<file path="config.mk">
export PLATFORM = sky130hd
export DESIGN_NAME = retire_trace_buffer
export DESIGN_NICKNAME = d
export VERILOG_FILES = /design/src/rtl/retire_trace_buffer.sv
export SDC_FILE = /design/constraint.sdc
export NUM_CORES = 2
export LEC_CHECK = 0
export CAP_MARGIN = 20
export CORE_MARGIN = 2
export CORE_UTILIZATION = 35
export CTS_CLUSTER_SIZE = 10
export DETAILED_ROUTE_END_ITERATION = 10
export PLACE_DENSITY_LB_ADDON = 0.25
export SLEW_MARGIN = 20
export SYNTH_ARGS = -nofsm -noshare
export SYNTH_HDL_FRONTEND = slang
export SYNTH_SLANG_ARGS = --single-unit
</file>
<file path="constraint.sdc">
create_clock -name clk -period 13.2 [get_ports clk]
set_clock_uncertainty 0.2 [all_clocks]
set_input_delay 1.98 -clock clk [delete_from_list [all_inputs] [get_ports clk]]
set_output_delay 1.98 -clock clk [all_outputs]
set_load 0.01 [all_outputs]
</file>
<file path="src/rtl/retire_trace_buffer.sv">
// Retirement trace capture: builds one record per retired instruction and queues it in a FIFO.
// Optional macro TRACE_TYPE_CHECK_EN enables strict one-hot checking of type_wb.
module retire_trace_buffer #(
   parameter int unsigned DEPTH     = 16,
   parameter int unsigned MAX_INSTR = 200
) (
   input  logic         clk,
   input  logic         reset,
   input  logic         instr_retired,
   input  logic [31:0]  pc_wb,
   input  logic [31:0]  instr_wb,
   input  logic [4:0]   rd_wb,
   input  logic [31:0]  rd_val_wb,
   input  logic [5:0]   type_wb,
   output logic         out_valid,
   input  logic         out_ready,
   output logic [103:0] out_rec,
   output logic [31:0]  retire_count,
   output logic [15:0]  drop_count,
   output logic         overflow,
   output logic         type_err,
   output logic         done
);

   localparam int unsigned AW = $clog2(DEPTH);

   logic [103:0] mem_q [DEPTH];
   logic [AW-1:0] rd_ptr_q, wr_ptr_q;
   logic [AW:0]   occ_q, occ_d;
   logic [31:0]   retire_count_q;
   logic [15:0]   drop_count_q;
   logic          overflow_q, done_q;

   logic [2:0]    type_code;
   logic [4:0]    rec_rd;
   logic [31:0]   rec_val;
   logic [103:0]  rec;
   logic          accept, full, pop, push, drop, hit_limit;

`ifdef TRACE_TYPE_CHECK_EN
   logic type_bad;
   logic type_err_q;

   always_comb begin
      type_bad  = 1'b0;
      type_code = 3'd7;
      unique case (type_wb)
         6'b000001: type_code = 3'd0;
         6'b000010: type_code = 3'd1;
         6'b000100: type_code = 3'd2;
         6'b001000: type_code = 3'd3;
         6'b010000: type_code = 3'd4;
         6'b100000: type_code = 3'd5;
         default:   type_bad  = 1'b1;
      endcase
   end

   always_ff @(posedge clk or negedge reset) begin
      if (!reset) begin
         type_err_q <= 1'b0;
      end else if (accept && type_bad) begin
         type_err_q <= 1'b1;
      end
   end

   assign type_err = type_err_q;
`else
   // Lowest set bit wins; all-zero stays invalid.
   always_comb begin
      type_code = 3'd7;
      for (int i = 5; i >= 0; i--) begin
         if (type_wb[i]) type_code = 3'(i);
      end
   end

   assign type_err = 1'b0;
`endif

   always_comb begin
      rec_rd  = rd_wb;
      rec_val = rd_val_wb;
      if (type_code == 3'd2 || type_code == 3'd3) begin
         rec_rd  = 5'd0;
         rec_val = 32'd0;
      end
      if (rd_wb == 5'd0) rec_val = 32'd0;
   end

   assign rec = {type_code, rec_rd, pc_wb, instr_wb, rec_val};

   assign out_valid = (occ_q != '0);
   assign full      = (occ_q == (AW+1)'(DEPTH));
   assign pop       = out_valid && out_ready;
   assign accept    = instr_retired && !done_q;
   // A full FIFO still takes the record when the head leaves at the same edge.
   assign push      = accept && (!full || pop);
   assign drop      = accept && full && !pop;
   assign hit_limit = (MAX_INSTR != 0) && (retire_count_q + 32'd1 == 32'(MAX_INSTR));

   always_comb begin
      occ_d = occ_q;
      unique case ({push, pop})
         2'b10:   occ_d = occ_q + {{AW{1'b0}}, 1'b1};
         2'b01:   occ_d = occ_q - {{AW{1'b0}}, 1'b1};
         default: occ_d = occ_q;
      endcase
   end

   always_ff @(posedge clk or negedge reset) begin
      if (!reset) begin
         rd_ptr_q       <= '0;
         wr_ptr_q       <= '0;
         occ_q          <= '0;
         retire_count_q <= '0;
         drop_count_q   <= '0;
         overflow_q     <= 1'b0;
         done_q         <= 1'b0;
      end else begin
         occ_q <= occ_d;
         if (push) wr_ptr_q <= wr_ptr_q + AW'(1);
         if (pop)  rd_ptr_q <= rd_ptr_q + AW'(1);
         if (accept) begin
            retire_count_q <= retire_count_q + 32'd1;
            if (hit_limit) done_q <= 1'b1;
         end
         if (drop) begin
            overflow_q <= 1'b1;
            if (drop_count_q != 16'hFFFF) drop_count_q <= drop_count_q + 16'd1;
         end
      end
   end

   // Storage is deliberately left out of reset.
   always_ff @(posedge clk) begin
      if (push) mem_q[wr_ptr_q] <= rec;
   end

   assign out_rec      = mem_q[rd_ptr_q];
   assign retire_count = retire_count_q;
   assign drop_count   = drop_count_q;
   assign overflow     = overflow_q;
   assign done         = done_q;

endmodule

</file>
==> flow_summary.ini <==
[status]
status = completed

[synthesis]
yosys-top-cells-area = edfxtp_1 76%, mux4_2 18%, dfrtp_1 2.4%
async_flop_share_pct = 3.65
ys_seq_area_share_pct = 78.0
syn_nets = 2857
synth_top_area_share_pct = 75.6
syn_area_per_cell_um2 = 24.2
ys_ff_latch = 1727
yosysTopAreaCell = edfxtp_1
netlist_instances = 2735
syn-cell-area_um2 = 66100
synth_cell_type_count = 53
synth_edf_count = 1664
synth_commonest_cells = 1664 x edfxtp_1, 520 x mux4_2, 92 x clkbuf_1
synth.most_common_cell = edfxtp_1
synthFlopType = edfxtp_1
synth-warning-count = 0

[power_and_ir_drop]
leakage_nw = 23.5
powerDensity_nw_per_um2 = 192
ir_worst_vdd_mv = 0.211
finalPower_mw = 14.9

[timing]
slew_headroom_pct = 25.3
tightest_slew_ps = 1120
setup_viol = 0
tns_ps = 0
fmax_mhz = 133
hold_violations = 0
report.final.slew_viol_count = 0
final.period_utilization_pct = 56.9
rsz0062_at_grt = no
worst_slack_ps = 5680
period_minus_slack_ps = 7520

[critical_path]
crit_fanout = 65
critical-path-max-stage-delay_ps = 1050
cp-start-kind = flop
crit_family = buffers and inverters
critical_path.cell_chain = buf_4, buf_4, mux4_2, mux4_2, clkdlybuf4s50_1
crit_path_top_delay_cell = dfrtp_4
critPathRequiredTime_ps = 11020
arrival_ps = 5340
critical_path_buf_inv_count = 3
worstSetupPathType = flop to output pin
worstSetupEndpointType = output pin

[final_layout]
multi_input_area_um2 = 14100
nFillCells = 16100
drive_gt1_share_pct = 26.3
nets = 3238
area_delta_synth_final_pct = 17.5
seqCellArea_um2 = 51600

[floorplan]
die_w_um = 438
dieArea_um2 = 192000
num_rows = 159
die_h_um = 438
start_util_pct = 35.2
ios = 267
core_area_um2 = 188000

[drt]
dr.pass1.iters = 7
routed_wl_mm = 158
num_vias = 29700
drt-vias-per-instance = 5.24
drtIter0Drc = 2521
wl_met3_mm = 7.33
wl_per_cell_um = 27.9
met1Wirelength_mm = 65.4
route.top_layer_used = met5
drcViolationCount = 0
ant_nets = 0
route.met2.wl_mm = 81.5

[clock_network]
root_buffer = clkbuf_16
cts_tree = built
insertion_delay_ps = 790
clk_pin_slew_ps = 60
ctsHoldBuffers = 0
numCtsBuffers = 197
cts_setup_buffers = 0
cts_resized = 0
clk_path_buf_depth = 3
htreeDepth = 4
clock-sinks = 1727

[run]
drv_cap = 0

[global_routing]
grt_pass1_wl_mm = 228
first_global_vias = 31800
grt_overflow = 0
antenna_found_initial = 15
track_usage_pct = 16.5
grt_start_max_net_pins = 106

[worst_hold_path]
hp-class = flop to flop

[placement]
dp_hpwl_mm = 74.4
gp_congestion = 0.737
port_buffers = 265
pre_cts_slack_ps = 6360
-- where the power goes --
group          leakage (nW)  switching (mW)  internal [mW]  total (mW)
Combinational          5.40            1.72           2.12        3.84
Clock                  2.69            2.09           2.76        4.85
Sequential             15.4           0.170           6.04        6.21
-- cell families after synthesis --
kind of cell	Yosys count	synth area share, %
DFF	1727	78.0
and+or+nand+nor	224	1.87
muxes	522	17.8
xor gates and xnor gates	64	0.849
adders and majority gates	11	0.220
other	1	0.00568
AOI/OAI and AO/OA	37	0.398
buffers and inverters	149	0.869
-- placed cells by master, fill, tap and decap left out, drive strengths merged, types with 3 or more instances in the layout --
| master | count |
|---|---|
| edfxtp | 1664 |
| clkbuf | 227 |
| or4 | 3 |
| nand3 | 20 |
| nand2 | 44 |
| and3 | 9 |
| clkdlybuf4s50 | 264 |
| dfrtp | 63 |
| xor2 | 22 |
| nor3 | 12 |
| o21ai | 10 |
| diode | 4 |
| nor2 | 39 |
| nor4 | 10 |
| ha | 10 |
| and4 | 6 |
| bufinv | 3 |
| nand4 | 23 |
| and2 | 37 |
| nor3b | 3 |
| a21oi | 10 |
| buf | 56 |
| mux4 | 520 |
| nand2b | 4 |
| nor2b | 9 |
| clkinv | 22 |
| xnor2 | 42 |
| inv | 15 |
-- area by class of cell --
cell class | count | area share, %
clock buffer | 227 | 6.55
inverter | 11 | 0.0532
multi-input combinational | 859 | 18.1
timing repair buffer | 320 | 4.18
tap | 2495 | 4.02
sequential | 1727 | 66.4
clock inverter | 30 | 0.633
antenna | 4 | 0.0129
-- path summary, 6_finish.rpt --
check                                      to  cells past startpoint  slack (ps)        start
worst min register to register       overflow                      1         270     overflow
worst max register to register  mem_q[10][75]                      7        8530         done
worst max-delay path              out_rec[51]                      5        5680  rd_ptr_q[1]
worst min-delay path                 overflow                      1         270     overflow
min in group asynchronous       drop_count[9]                      2        1180        reset
max in group asynchronous         rd_ptr_q[3]                      2       10960        reset
-- sequential cells by signal, indices dropped and copies added (netlist names) --
register      cells
overflow          1
drop_count       16
wr_ptr_q          4
done              1
retire_count     32
occ_q             5
mem_q          1664
rd_ptr_q          4
-- layer usage --
| layer | global-route usage (%) | up-vias |
|---|---|---|
| li1 | - | 12400 |
| met1 | 21.6 | 16300 |
| met2 | 28.2 | 729 |
| met3 | 2.94 | 235 |
| met4 | 5.00 | 8 |
| met5 | 0 | - |
-- per-stage QoR --
step | instance area [µm²] | cells | util [%] | hold slack, ps
floorplan | 66100 | 2735 | - | 261
CTS | 77600 | 5669 | 41.4 | 277
global route | 77600 | 5671 | 41.4 | 287
global placement | 72000 | 5412 | 38.4 | 252
finish | 77600 | 5673 | 41.4 | 274
detailed placement | 72000 | 5412 | 38.4 | 262
Note: power is estimated with default switching activity, not from simulation.
